==> config.mk <==
export PLATFORM = sky130hd
export DESIGN_NAME = multicycle_control
export DESIGN_NICKNAME = d
export VERILOG_FILES = /design/src/rtl/multicycle_control.sv
export SDC_FILE = /design/constraint.sdc
export NUM_CORES = 1
export LEC_CHECK = 0
export BUFFER_PORTS_ARGS = -buffer_cell sky130_fd_sc_hd__buf_2
export CAP_MARGIN = 5
export CORE_MARGIN = 3
export CORE_UTILIZATION = 45
export CTS_BUF_LIST = sky130_fd_sc_hd__clkbuf_8 sky130_fd_sc_hd__clkbuf_16
export DETAILED_ROUTE_END_ITERATION = 16
export PLACE_DENSITY = 0.82
export SETUP_SLACK_MARGIN = 0.05
export SLEW_MARGIN = 20
export SYNTH_ARGS = -nofsm -noshare
export SYNTH_HDL_FRONTEND = slang
export SYNTH_SLANG_ARGS = --single-unit
==> constraint.sdc <==
create_clock -name clk -period 3.75 [get_ports clk]
set_clock_uncertainty 0.15 [all_clocks]
set_input_delay 0.5625 -clock clk [delete_from_list [all_inputs] [get_ports clk]]
set_output_delay 0.5625 -clock clk [all_outputs]
set_load 0.05 [all_outputs]
==> src/rtl/multicycle_control.sv <==
// multicycle_control
// Main control FSM for a multicycle MIPS datapath. Sequences the shared ALU,
// memory and register file through FETCH/DECODE/EXECUTE/MEM/WB states. It
// drives every datapath mux select and write enable, and decodes funct into
// the ALU control code during R-type execution.
//
// Ports:
//   clk, reset            rising-edge clock, asynchronous active-high reset
//   op, funct             instruction[31:26] / instruction[5:0] from the IR
//   zero                  ALU zero flag (used in BEQEX)
//   mem_ready             memory completed the current access this cycle
//   iord                  memory address sel: 0=PC, 1=ALUOut
//   alu_src_a             ALU A sel: 0=PC, 1=reg A
//   alu_src_b             ALU B sel: 00=B, 01=4, 10=signimm, 11=signimm<<2
//   pc_src                PC sel: 00=ALUResult, 01=ALUOut, 10=jump target
//   mem_to_reg, reg_dst   register file write-data / write-address sels
//   ir_write, mem_write, reg_write, pc_en   write enables
//   alu_control           010 add, 110 sub, 000 and, 001 or, 111 slt
//   illegal_op            one-cycle pulse in DECODE on an unsupported opcode
//   state                 current state encoding (debug)
module multicycle_control #(
  parameter bit MEM_HANDSHAKE = 1'b1
) (
  input  logic       clk,
  input  logic       reset,
  input  logic [5:0] op,
  input  logic [5:0] funct,
  input  logic       zero,
  input  logic       mem_ready,
  output logic       iord,
  output logic       alu_src_a,
  output logic [1:0] alu_src_b,
  output logic [1:0] pc_src,
  output logic       mem_to_reg,
  output logic       reg_dst,
  output logic       ir_write,
  output logic       mem_write,
  output logic       reg_write,
  output logic       pc_en,
  output logic [2:0] alu_control,
  output logic       illegal_op,
  output logic [3:0] state
);

  localparam logic [3:0] S_FETCH   = 4'd0;
  localparam logic [3:0] S_DECODE  = 4'd1;
  localparam logic [3:0] S_MEMADR  = 4'd2;
  localparam logic [3:0] S_MEMRD   = 4'd3;
  localparam logic [3:0] S_MEMWB   = 4'd4;
  localparam logic [3:0] S_MEMWR   = 4'd5;
  localparam logic [3:0] S_RTYPEEX = 4'd6;
  localparam logic [3:0] S_RTYPEWB = 4'd7;
  localparam logic [3:0] S_BEQEX   = 4'd8;
  localparam logic [3:0] S_ADDIEX  = 4'd9;
  localparam logic [3:0] S_ADDIWB  = 4'd10;
  localparam logic [3:0] S_JEX     = 4'd11;

  localparam logic [5:0] OP_LW    = 6'b100011;
  localparam logic [5:0] OP_SW    = 6'b101011;
  localparam logic [5:0] OP_RTYPE = 6'b000000;
  localparam logic [5:0] OP_BEQ   = 6'b000100;
  localparam logic [5:0] OP_ADDI  = 6'b001000;
  localparam logic [5:0] OP_J     = 6'b000010;

  localparam logic [2:0] ALU_ADD = 3'b010;
  localparam logic [2:0] ALU_SUB = 3'b110;
  localparam logic [2:0] ALU_AND = 3'b000;
  localparam logic [2:0] ALU_OR  = 3'b001;
  localparam logic [2:0] ALU_SLT = 3'b111;

  logic [3:0] state_q, state_d;
  logic       ready;
  logic       pc_write;
  logic       branch;

  // With the handshake disabled every memory access completes in one cycle.
  assign ready = MEM_HANDSHAKE ? mem_ready : 1'b1;
  assign state = state_q;

  function automatic logic [2:0] alu_from_funct(input logic [5:0] f);
    case (f)
      6'b100000: alu_from_funct = ALU_ADD;
      6'b100010: alu_from_funct = ALU_SUB;
      6'b100100: alu_from_funct = ALU_AND;
      6'b100101: alu_from_funct = ALU_OR;
      6'b101010: alu_from_funct = ALU_SLT;
      default:   alu_from_funct = ALU_ADD;
    endcase
  endfunction

  always_ff @(posedge clk or posedge reset) begin
    if (reset) state_q <= S_FETCH;
    else       state_q <= state_d;
  end

  always_comb begin
    state_d = S_FETCH;
    case (state_q)
      S_FETCH:   state_d = ready ? S_DECODE : S_FETCH;
      S_DECODE: begin
        case (op)
          OP_LW, OP_SW: state_d = S_MEMADR;
          OP_RTYPE:     state_d = S_RTYPEEX;
          OP_BEQ:       state_d = S_BEQEX;
          OP_ADDI:      state_d = S_ADDIEX;
          OP_J:         state_d = S_JEX;
          default:      state_d = S_FETCH;
        endcase
      end
      S_MEMADR:  state_d = (op == OP_SW) ? S_MEMWR : S_MEMRD;
      S_MEMRD:   state_d = ready ? S_MEMWB : S_MEMRD;
      S_MEMWB:   state_d = S_FETCH;
      S_MEMWR:   state_d = ready ? S_FETCH : S_MEMWR;
      S_RTYPEEX: state_d = S_RTYPEWB;
      S_RTYPEWB: state_d = S_FETCH;
      S_BEQEX:   state_d = S_FETCH;
      S_ADDIEX:  state_d = S_ADDIWB;
      S_ADDIWB:  state_d = S_FETCH;
      S_JEX:     state_d = S_FETCH;
      default:   state_d = S_FETCH;
    endcase
  end

  always_comb begin
    iord        = 1'b0;
    alu_src_a   = 1'b0;
    alu_src_b   = 2'b00;
    pc_src      = 2'b00;
    mem_to_reg  = 1'b0;
    reg_dst     = 1'b0;
    ir_write    = 1'b0;
    mem_write   = 1'b0;
    reg_write   = 1'b0;
    alu_control = ALU_AND;
    illegal_op  = 1'b0;
    pc_write    = 1'b0;
    branch      = 1'b0;
    case (state_q)
      S_FETCH: begin
        alu_src_b   = 2'b01;
        alu_control = ALU_ADD;
        ir_write    = ready;
        pc_write    = ready;
      end
      S_DECODE: begin
        alu_src_b   = 2'b11;
        alu_control = ALU_ADD;
        case (op)
          OP_LW, OP_SW, OP_RTYPE, OP_BEQ, OP_ADDI, OP_J: illegal_op = 1'b0;
          default:                                       illegal_op = 1'b1;
        endcase
      end
      S_MEMADR: begin
        alu_src_a   = 1'b1;
        alu_src_b   = 2'b10;
        alu_control = ALU_ADD;
      end
      S_MEMRD: iord = 1'b1;
      S_MEMWB: begin
        mem_to_reg = 1'b1;
        reg_write  = 1'b1;
      end
      S_MEMWR: begin
        iord      = 1'b1;
        mem_write = 1'b1;
      end
      S_RTYPEEX: begin
        alu_src_a   = 1'b1;
        alu_control = alu_from_funct(funct);
      end
      S_RTYPEWB: begin
        reg_dst   = 1'b1;
        reg_write = 1'b1;
      end
      S_BEQEX: begin
        alu_src_a   = 1'b1;
        alu_control = ALU_SUB;
        pc_src      = 2'b01;
        branch      = 1'b1;
      end
      S_ADDIEX: begin
        alu_src_a   = 1'b1;
        alu_src_b   = 2'b10;
        alu_control = ALU_ADD;
      end
      S_ADDIWB: reg_write = 1'b1;
      S_JEX: begin
        pc_src   = 2'b10;
        pc_write = 1'b1;
      end
      default: ;
    endcase
    pc_en = pc_write | (branch & zero);
    // Reset forces FETCH selects and kills every enable, so nothing is
    // written during the reset window regardless of mem_ready/zero.
    if (reset) begin
      iord       = 1'b0;
      alu_src_a  = 1'b0;
      alu_src_b  = 2'b01;
      pc_src     = 2'b00;
      ir_write   = 1'b0;
      mem_write  = 1'b0;
      reg_write  = 1'b0;
      pc_en      = 1'b0;
      illegal_op = 1'b0;
    end
  end

endmodule

==> flow_metrics.env <==
export IMPL_status="finished clean"
export IMPL_worst_ep_required_time_ns=3.04
export IMPL_busiest_layer="met2"
export IMPL_grt_util_all_layers_pct=21.5
export IMPL_grt_pass1_wl_mm=3.06
export IMPL_drtIter0Drc=23
export IMPL_slew_headroom_pct=64.2
export IMPL_worstSetupPathType="flip-flop to output port"
export IMPL_dieArea_um2=1850
export IMPL_maxCapViolCount=0
export IMPL_finalSetupTns_ns=0
export IMPL_dp_hpwl_mm=1.35
export IMPL_synth_most_common_cell="nand2_1"
export IMPL_cts_tree="done"
export IMPL_grtUsageMet3_pct=2.97
export IMPL_hold_viol=0
export IMPL_yosysWarnings=0
export IMPL_cts_resized=0
export IMPL_hold_path_class="input pin to async pin"
export IMPL_setup_viol=0
export IMPL_synth_ff_type="dfrtp_1"
export IMPL_wl_per_cell_um=14.2
export IMPL_synth_async_reset_ratio_pct=100
export IMPL_ir_worst_vdd_uv=286
export IMPL_crit_slowest_cell="dfrtp_1"
export IMPL_ys_ff_latch=4
export IMPL_rows=12
export IMPL_fin_nets=136
export IMPL_final_util_pct=68.7
export IMPL_p_int_uw=213
export IMPL_num_io_pins=36
export IMPL_gp_congestion=0.838
export IMPL_p_leak_nw=0.374
export IMPL_postPlaceCellArea_um2=773
export IMPL_largest_reg_flops=4
export IMPL_worst_path_largest_cell_delay_ns=0.67
export IMPL_rsz0062_at_grt="false"
export IMPL_viasPerCell=6.19
export IMPL_pwr_share_seq_pct=20.1
export IMPL_worst_slew_pin_slew_ns=0.536
export IMPL_timing_final_crit_share_pct=72.5
export IMPL_grt_max_degree=20
export IMPL_end_kind="output port"
export IMPL_max_freq_mhz=368
export IMPL_placed_cells=129
export IMPL_die_w_um=43.0
export IMPL_arrival_ns=2.01
export IMPL_num_fill_cells=96
export IMPL_synth_top_area_share_pct=16.3
export IMPL_drive_above_1_share_pct=33.9
export IMPL_path_clk_slew_ns=0.03
export IMPL_synthCells=88
export IMPL_grtUsageMet2_pct=31.7
export IMPL_core_um2=1190
export IMPL_ys_top_cells_by_count="7 x nand2_1, 6 x clkbuf_1, 6 x nor2_1, 6 x nor3_1"
export IMPL_path_cells="nor2b_1 > nand2_1 > a211oi_1 > buf_2"
export IMPL_synth_nets=104
export IMPL_switchingPower_uw=297
export IMPL_combPwrFrac_pct=61.5
export IMPL_finalMaxSlewViolations=0
export IMPL_synth_top_area_cell="dfrtp_1"
export IMPL_firstDrtPassIters=4
export IMPL_p_sw_share_pct=58.3
export IMPL_fin_area_um2=815
export IMPL_postRouteAntennaNets=0
export IMPL_gr_total_overflow=0
export IMPL_yosys_top_cells_area="dfrtp_1 16%, nor2b_1 5.1%, nor3_1 4.9%"
export IMPL_synth_distinct_cells=34
export IMPL_hold_buffers=0
export IMPL_vias=817
export IMPL_pwr_share_clk_pct=18.4
export IMPL_io_buffers=35
export IMPL_gr_usage_met1_pct=29.0
export IMPL_fin_ws_ns=1.03
export IMPL_synth_edff_count=0
export IMPL_drc=0
export IMPL_antenna_cells=0
export IMPL_ys_seq_area_share_pct=16.3
export IMPL_crit_fanout=18
export IMPL_dp_slack_ns=1.34
export IMPL_die_y_um=43.0
export IMPL_antenna_found_initial=0
export IMPL_synth_area_um2=616
export IMPL_start_util_pct=51.9
export IMPL_critPathLaunchType="flip-flop"
export IMPL_layout_cells_non_filler=132
export IMPL_drt_wl_total_mm=1.88
export IMPL_postCtsSetupRepairBufs=0
export IMPL_cts_sinks=4
export IMPL_cts_root_buf="clkbuf_8"
export IMPL_area_delta_synth_final_pct=32.3
export IMPL_avgSynthCellArea_um2=7.00
export IMPL_h_tree_depth=1
export IMPL_grt_pass1_vias=710
export IMPL_powerDensity_nw_per_um2=626
export IMPL_cts_made_buffers=3
export IMPL_clockBufferDepth=2
export IMPL_fin_crit_ns=2.72
export IMPL_clock_latency_ns=0.23
-- cell families (layout without fill, tap and decap cells) --
logic type      after synthesis  after routing  share of synthesized area, %
compound gates               21             21                          23.6
xor+xnor                      4              4                          5.69
flops                         4              4                          16.3
buf+inv                      11             41                          7.52
simple gates                 48             48                          47.0
-- through the flow --
step                power, mW  hold WS, ns
floorplan               0.345        0.184
global route            0.540        0.210
detailed placement      0.411        0.414
global placement        0.406        0.405
CTS                     0.506        0.181
finish                  0.510        0.183
-- critical path: cells and delay by family, from the launching register on --
kind                   cells  cell delay [ns]
AND/OR/NAND/NOR            2             0.54
flip-flops                 1             0.67
buffers and inverters      1             0.30
AO/OA/AOI/OAI              1             0.27
-- path summary, 6_finish.rpt --
kind	from	to	slack (ns)	cells past startpoint
worst max-delay path	state[1]$_DFF_PP0_	alu_src_b[1]	1.03	4
worst min-delay path	reset	state[1]$_DFF_PP0_	0.18	2
worst max register to register	state[1]$_DFF_PP0_	state[0]$_DFF_PP0_	1.85	3
worst min register to register	state[3]$_DFF_PP0_	state[0]$_DFF_PP0_	0.52	1
max in group asynchronous	reset	state[3]$_DFF_PP0_	3.09	2
min in group clk	state[3]$_DFF_PP0_	state[0]$_DFF_PP0_	0.52	1
-- power by group through the flow --
stage	logic, mW	clock network, mW	registers (mW)
6_report	0.313	0.0939	0.102
2_1_floorplan	0.238	0	0.106
5_1_grt	0.333	0.0986	0.109
4_1_cts	0.311	0.0937	0.101
3_3_place_gp	0.306	0	0.100
3_5_place_dp	0.310	0	0.101
-- cell type report --
type	instances	area [um2]	area share, %
Sequential cell	4	100	12.3
Multi-Input combinational cell	73	469	57.6
Inverter	3	11.3	1.38
Tap cell	14	17.5	2.15
Timing Repair Buffer	35	175	21.5
Clock buffer	3	41.3	5.07
-- layout by cell type, fill, tap and decap left out, drive strengths merged, types with 3 or more instances in the layout --
cell type	netlist	layout
nand2b	3	3
nor2	6	6
o21ai	3	3
nand2	7	7
nor3	6	6
a21oi	5	5
nor4	3	3
buf	2	35
a211oi	4	4
nand3	3	3
inv	3	3
dfrtp	4	4
nor2b	5	5
clkbuf	6	3
-- routing by layer --
metal / routed length, um / up-vias
met4: 69 / 0
met5: 0 / -
li1: - / 399
met2: 878 / 48
met1: 758 / 361
met3: 169 / 9
Note: power is estimated with default switching activity, not from simulation.
